### src/rtl/nibble_seq_alu_ctrl_if.sv
// Bundle between the execute stage, the nibble sequencer and the shared 4-bit ALU.
// The slave modport is the sequencer's view; master is the surrounding system.
interface nibble_seq_alu_ctrl_if;
    logic        start;
    logic [5:0]  opcode;
    logic [15:0] a;
    logic [15:0] b;
    logic        busy;
    logic        done;
    logic [15:0] result;
    logic        cf;
    logic        zf;
    logic        illegal;
    logic [5:0]  alu_opcode;
    logic [3:0]  alu_a;
    logic [3:0]  alu_b;
    logic [3:0]  alu_r;
    logic        alu_cf;

    modport slave (
        input  start, opcode, a, b, alu_r, alu_cf,
        output busy, done, result, cf, zf, illegal, alu_opcode, alu_a, alu_b
    );

    modport master (
        output start, opcode, a, b, alu_r, alu_cf,
        input  busy, done, result, cf, zf, illegal, alu_opcode, alu_a, alu_b
    );
endinterface

### src/rtl/nibble_seq_alu_ctrl.sv
// Runs 16-bit operations through the shared 4-bit combinational ALU one nibble per
// cycle, chaining carry/shift bits and adding a fix-up INC pass for ADD carries.
module nibble_seq_alu_ctrl (
    input  logic                        clk,
    input  logic                        reset,
    nibble_seq_alu_ctrl_if.slave        bus
);

    localparam logic [5:0] OP_AND_A_B = 6'h01;
    localparam logic [5:0] OP_OR_A_B  = 6'h02;
    localparam logic [5:0] OP_XOR_A_B = 6'h03;
    localparam logic [5:0] OP_NOT_A   = 6'h04;
    localparam logic [5:0] OP_ADD_A_B = 6'h05;
    localparam logic [5:0] OP_INC_A   = 6'h06;
    localparam logic [5:0] OP_SHL_A   = 6'h07;
    localparam logic [5:0] OP_SHR_A   = 6'h08;

    localparam logic [1:0] ST_IDLE  = 2'd0;
    localparam logic [1:0] ST_EXEC  = 2'd1;
    localparam logic [1:0] ST_FIXUP = 2'd2;
    localparam logic [1:0] ST_DONE  = 2'd3;

    logic [1:0]  state;
    logic [1:0]  cnt;
    logic        carry;
    logic        cadd_q;
    logic [3:0]  sum_q;
    logic [5:0]  op_q;
    logic [15:0] a_q;
    logic [15:0] b_q;
    logic [15:0] acc;
    logic [15:0] result_q;
    logic        cf_q;
    logic        zf_q;
    logic        illegal_q;

    logic [1:0]  pos;
    logic [3:0]  nib_val;
    logic        carry_nxt;
    logic        fix_needed;
    logic        last;
    logic        is_logic;
    logic [15:0] acc_nxt;

    function automatic logic is_legal(input logic [5:0] op);
        case (op)
            OP_AND_A_B, OP_OR_A_B, OP_XOR_A_B, OP_NOT_A,
            OP_ADD_A_B, OP_INC_A, OP_SHL_A, OP_SHR_A: is_legal = 1'b1;
            default:                                  is_legal = 1'b0;
        endcase
    endfunction

    // SHR walks from the top nibble down; everything else walks upward.
    assign pos      = (op_q == OP_SHR_A) ? ~cnt : cnt;
    assign is_logic = (op_q == OP_AND_A_B) || (op_q == OP_OR_A_B) ||
                      (op_q == OP_XOR_A_B) || (op_q == OP_NOT_A);

    always_comb begin
        nib_val    = bus.alu_r;
        carry_nxt  = 1'b0;
        fix_needed = 1'b0;
        if (state == ST_EXEC) begin
            case (op_q)
                OP_ADD_A_B: begin
                    carry_nxt  = bus.alu_cf;
                    fix_needed = carry;
                end
                OP_INC_A: carry_nxt = bus.alu_cf;
                OP_SHL_A: begin
                    nib_val   = {bus.alu_r[3:1], carry};
                    carry_nxt = bus.alu_cf;
                end
                OP_SHR_A: begin
                    nib_val   = {carry, bus.alu_r[2:0]};
                    carry_nxt = bus.alu_cf;
                end
                default: carry_nxt = 1'b0;
            endcase
        end else if (state == ST_FIXUP) begin
            carry_nxt = cadd_q | bus.alu_cf;
        end
        acc_nxt                 = acc;
        acc_nxt[{pos, 2'b00} +: 4] = nib_val;
        // INC stops early once the carry chain dies; the rest of acc already holds A.
        last = (cnt == 2'd3) || ((op_q == OP_INC_A) && !carry_nxt);
    end

    always_comb begin
        bus.alu_opcode = OP_AND_A_B;
        bus.alu_a      = 4'h0;
        bus.alu_b      = 4'h0;
        if (state == ST_EXEC) begin
            bus.alu_opcode = op_q;
            bus.alu_a      = a_q[{pos, 2'b00} +: 4];
            bus.alu_b      = b_q[{pos, 2'b00} +: 4];
        end else if (state == ST_FIXUP) begin
            bus.alu_opcode = OP_INC_A;
            bus.alu_a      = sum_q;
        end
    end

    always_ff @(posedge clk) begin
        if (reset) begin
            state     <= ST_IDLE;
            cnt       <= 2'd0;
            carry     <= 1'b0;
            cadd_q    <= 1'b0;
            sum_q     <= 4'h0;
            op_q      <= OP_AND_A_B;
            a_q       <= 16'h0000;
            b_q       <= 16'h0000;
            acc       <= 16'h0000;
            result_q  <= 16'h0000;
            cf_q      <= 1'b0;
            zf_q      <= 1'b1;
            illegal_q <= 1'b0;
        end else begin
            case (state)
                ST_IDLE, ST_DONE: begin
                    if (bus.start) begin
                        op_q      <= bus.opcode;
                        a_q       <= bus.a;
                        b_q       <= bus.b;
                        acc       <= bus.a;
                        cnt       <= 2'd0;
                        carry     <= 1'b0;
                        illegal_q <= !is_legal(bus.opcode);
                        if (is_legal(bus.opcode)) begin
                            state <= ST_EXEC;
                        end else begin
                            cf_q  <= 1'b0;
                            state <= ST_DONE;
                        end
                    end else begin
                        state <= ST_IDLE;
                    end
                end
                ST_EXEC, ST_FIXUP: begin
                    if (fix_needed) begin
                        sum_q  <= bus.alu_r;
                        cadd_q <= bus.alu_cf;
                        state  <= ST_FIXUP;
                    end else begin
                        acc   <= acc_nxt;
                        carry <= carry_nxt;
                        if (last) begin
                            result_q <= acc_nxt;
                            cf_q     <= is_logic ? 1'b0 : carry_nxt;
                            zf_q     <= (acc_nxt == 16'h0000);
                            state    <= ST_DONE;
                        end else begin
                            cnt   <= cnt + 2'd1;
                            state <= ST_EXEC;
                        end
                    end
                end
                default: state <= ST_IDLE;
            endcase
        end
    end

    assign bus.busy    = (state == ST_EXEC) || (state == ST_FIXUP);
    assign bus.done    = (state == ST_DONE);
    assign bus.result  = result_q;
    assign bus.cf      = cf_q;
    assign bus.zf      = zf_q;
    assign bus.illegal = illegal_q;

endmodule

### src/flat_wrapper.sv
// flat-port wrapper written by rule: the top's interface ports become plain ports
module nibble_seq_alu_ctrl_flat 
  (clk, reset, bus_start, bus_opcode, bus_a, bus_b, bus_alu_r, bus_alu_cf, bus_busy, bus_done, bus_result, bus_cf, bus_zf, bus_illegal, bus_alu_opcode, bus_alu_a, bus_alu_b);
  nibble_seq_alu_ctrl_if bus_i ();
  input  logic clk;
  input  logic reset;
  input wire logic [$bits(bus_i.start)-1:0] bus_start;
  input wire logic [$bits(bus_i.opcode)-1:0] bus_opcode;
  input wire logic [$bits(bus_i.a)-1:0] bus_a;
  input wire logic [$bits(bus_i.b)-1:0] bus_b;
  input wire logic [$bits(bus_i.alu_r)-1:0] bus_alu_r;
  input wire logic [$bits(bus_i.alu_cf)-1:0] bus_alu_cf;
  output wire logic [$bits(bus_i.busy)-1:0] bus_busy;
  output wire logic [$bits(bus_i.done)-1:0] bus_done;
  output wire logic [$bits(bus_i.result)-1:0] bus_result;
  output wire logic [$bits(bus_i.cf)-1:0] bus_cf;
  output wire logic [$bits(bus_i.zf)-1:0] bus_zf;
  output wire logic [$bits(bus_i.illegal)-1:0] bus_illegal;
  output wire logic [$bits(bus_i.alu_opcode)-1:0] bus_alu_opcode;
  output wire logic [$bits(bus_i.alu_a)-1:0] bus_alu_a;
  output wire logic [$bits(bus_i.alu_b)-1:0] bus_alu_b;
  assign bus_i.start = bus_start;
  assign bus_i.opcode = bus_opcode;
  assign bus_i.a = bus_a;
  assign bus_i.b = bus_b;
  assign bus_i.alu_r = bus_alu_r;
  assign bus_i.alu_cf = bus_alu_cf;
  assign bus_busy = bus_i.busy;
  assign bus_done = bus_i.done;
  assign bus_result = bus_i.result;
  assign bus_cf = bus_i.cf;
  assign bus_zf = bus_i.zf;
  assign bus_illegal = bus_i.illegal;
  assign bus_alu_opcode = bus_i.alu_opcode;
  assign bus_alu_a = bus_i.alu_a;
  assign bus_alu_b = bus_i.alu_b;
  nibble_seq_alu_ctrl u_core (.clk(clk), .reset(reset), .bus(bus_i));
endmodule
### config.mk
export PLATFORM = sky130hd
export DESIGN_NAME = nibble_seq_alu_ctrl_flat
export DESIGN_NICKNAME = d
export VERILOG_FILES = /design/src/rtl/nibble_seq_alu_ctrl_if.sv /design/src/rtl/nibble_seq_alu_ctrl.sv /design/src/flat_wrapper.sv
export SDC_FILE = /design/constraint.sdc
export NUM_CORES = 1
export LEC_CHECK = 0
export ABC_CLOCK_PERIOD_IN_PS = 2900
export BUFFER_PORTS_ARGS = -buffer_cell sky130_fd_sc_hd__buf_2
export CORE_MARGIN = 8
export CORE_UTILIZATION = 55
export DETAILED_ROUTE_END_ITERATION = 7
export GPL_TIMING_DRIVEN = 0
export PLACE_DENSITY = 0.78
export SLEW_MARGIN = 25
export SYNTH_ARGS = -nofsm -noshare
export SYNTH_HDL_FRONTEND = slang
export SYNTH_SLANG_ARGS = --single-unit
### constraint.sdc
create_clock -name clk -period 2.9 [get_ports clk]
set_input_delay 0.29 -clock clk [delete_from_list [all_inputs] [get_ports clk]]
set_output_delay 0.29 -clock clk [all_outputs]
set_load 0.02 [all_outputs]
==> run metrics <==
post-synthesis register bit count just over 80; switching share of power a little over a third; most frequent cells in the layout nand2_1, buf_2, dfxtp_1; area of the multi-input gates around 0.0025 mm2; total grt overflow 0; grt met2 use 38.4%; top post-synthesis cells by area dfxtp_1, nand2_1, a21oi_1, nor2_1, mux4_2; Initial Utilization 56.5%; Worst Tran Pin Value around 850 ps; CTS H-tree lvls 3; area of the die ~0.011 mm2; largest net degree at the start of global routing 16; status finished clean; layout cell share with drive strength beyond 1 a little under a quarter; IO buf count around 80; Non-Filler Instances roughly 750; initial antenna violation count 0; # setup viols final 0; hold_ws 157 ps; Clk network pwr share 27.7%; cell count after placement about 720; syn nets slightly below 600; Clock Latency Late Sink between 300 and 400 ps; met3 usage under 10%; Synth Instances around 540; initial DRC count between 300 and 400; Pwr Density roughly 560 mW/mm2; GRT Max-Usage Layer met2; CTS clk-pin slew, worst paths roughly 90 ps; vias in the first global route between 4k and 5k; Final ANT Viol Nets 0; Largest delay share family, worst path simple AND/OR/NAND/NOR gates; combinational share of power ~28%; detailed placement HPWL 10.6 mm; Row Count 32; YS warnings 0; Buf/Inv on CP 4; ant diodes 0; Layout fillers around 660; register area share after synthesis 38.3%; root buf cell clkbuf_8; Hold Path Class input port to flop; most common cell after layout, fill and taps aside nand2_1; Crit-path slowest cell mux4_2; Routed wire per std cell between 15 and 20 um; Core Region between 0.007 and 0.008 mm2; TritonCTS clock tree yes; utilization after layout 68.3%; CTS max path bufs 2; Hold Fails Final Rpt 0; DRC 0; cell mode on critical path buf_12; Post-synth EDFFs 0; ys flop type dfxtp_1; Synth-to-Final Area Change 20.9%; GP Congestion around 0.94; DR pass1 iterations 5; top-level I/O count a little over 80; crit share post-route a little under 100%; Die Ht about 100 um; Final Max Tran Viols 0; vias after detailed routing approximately 4.6k; Leakage about 0.0021 uW; die width about 100 um; Crit Path Class flop to output pin; Max Fclk ~0.36 GHz; # hold bufs at CTS 0; Crit path largest cell delay about 470 ps; Flop pwr share between 40% and 50%; cell area after synthesis 0.00434 mm2; unique cell type count in the Yosys netlist 66; Max-cap violations 0; met1 usage 33.8%; via density per instance about 6.2; Critical Path RT 2610 ps; ys async rst share 0%; Int Pwr approximately 1900 uW; fin crit period ~2800 ps; GRT Util Overall 25.3%; crit path max fanout 9; final WL ~15 mm; area taken by flip-flops and latches 0.00167 mm2; Clock Skew roughly 12 ps; global-route wire length before repair 22.5 mm; net switching power between 1000 and 1500 uW; Sinks on Clock Net between 80 and 90; Arr. time, crit path ~2500 ps; Worst setup EP type output pin; CP cell instances buf_6 -> nor4b_4 -> nand2_4 -> xnor2_4 -> buf_12 -> buf_12 -> mux4_2 -> and2_1 -> buf_2; CTS buffer count 9; Max VDD drop about 0.36 mV; biggest area consumer among synthesized cells dfxtp_1; crit path launch type flop; Layout Nets just under 700; Slew HR 42.1%; top-area cell type share of the netlist area a little under two fifths; syn avg cell area between 7 and 8 um2
[metrics by stage]
stage | setup TNS (ps) | cell area, um2 | setup slack, ps | total power (uW)
detailed placement | -1280 | 4860 | -348 | 2050
floorplan | 0 | 4340 | 265 | 1810
global placement | -1410 | 4860 | -368 | 2040
global route | -3.59 | 5250 | -3.59 | 3040
finish | 0 | 5250 | 95.5 | 2920
CTS | 0 | 5160 | 18.8 | 2870
[sequential cells by signal (all words and copies together), names as in the netlist, 2 cells and up]
name,cells
u_core.bus.result,16
u_core.a_q,16
u_core.state,2
u_core.acc,16
u_core.sum_q,4
u_core.op_q,6
u_core.cnt,2
u_core.b_q,16
[worst paths after layout]
path	cells past startpoint	endpoint	start	slack, ps
setup / recovery	9	bus_alu_b[0]	u_core.op_q[2]	100
hold / removal	3	u_core.b_q[4]	bus_b[4]	160
setup reg to reg	8	u_core.bus.zf	u_core.op_q[2]	200
hold reg to reg	2	u_core.bus.cf	u_core.bus.cf	450
[logic make-up (layout without fill, tap and decap cells)]
| kind of cell | count (synthesis) | in the layout | synth area share, % |
|---|---|---|---|
| xor+xnor | 4 | 4 | 0.980 |
| compound gates | 145 | 145 | 22.6 |
| fa+ha+maj | 4 | 4 | 1.15 |
| flops | 83 | 83 | 38.3 |
| mux | 22 | 22 | 7.41 |
| buf+inv | 54 | 158 | 5.10 |
| simple gates | 231 | 231 | 24.5 |
[synth_stat cells (9+ instances only)]
library cell,instances
nor2_1,66
a21oi_1,56
and2_1,12
nand2_1,103
mux2i_1,13
a211oi_1,12
inv_1,12
o21ai_0,19
clkbuf_1,35
a2111oi_0,9
dfxtp_1,83
[power groups by stage]
stage | Clock [uW] | Combinational [uW] | Sequential (uW)
2_1_floorplan | 0 | 517 | 1290
3_3_place_gp | 0 | 739 | 1300
3_5_place_dp | 0 | 746 | 1310
4_1_cts | 808 | 777 | 1280
5_1_grt | 863 | 883 | 1300
6_report | 808 | 825 | 1290
[tightest hold or removal path: cells and delay by family]
kind	cells	cell delay [ps]
AND/OR/NAND/NOR	1	40
AO/OA/AOI/OAI	1	50
buffers and inverters	1	90
[area by class of cell]
| class | instances | share of cell area (%) |
|---|---|---|
| repair buffers | 88 | 9.35 |
| flip-flops and latches | 83 | 31.7 |
| clock buffers | 10 | 2.62 |
| plain buffers | 40 | 3.36 |
| multi-input cells | 406 | 48.6 |
| well taps | 102 | 2.43 |
| clock inverters | 6 | 0.930 |
| inverters | 14 | 1.00 |
[metal layers]
metal / wire, um / up-vias
met1: 6250 / 2200
met5: 0 / -
met3: 1390 / 35
met4: 323 / 0
met2: 6690 / 253
li1: - / 2132
[what timing repair did]
| action | CTS | global route |
|---|---|---|
| pin swaps | 2 | 5 |
| cloned | 0 | 0 |
| setup endpoints to repair | 12 | 37 |
| setup buffers | 4 | 5 |
| resized for setup | 10 | 24 |
No activity file was read; power rests on OpenSTA's default activity.
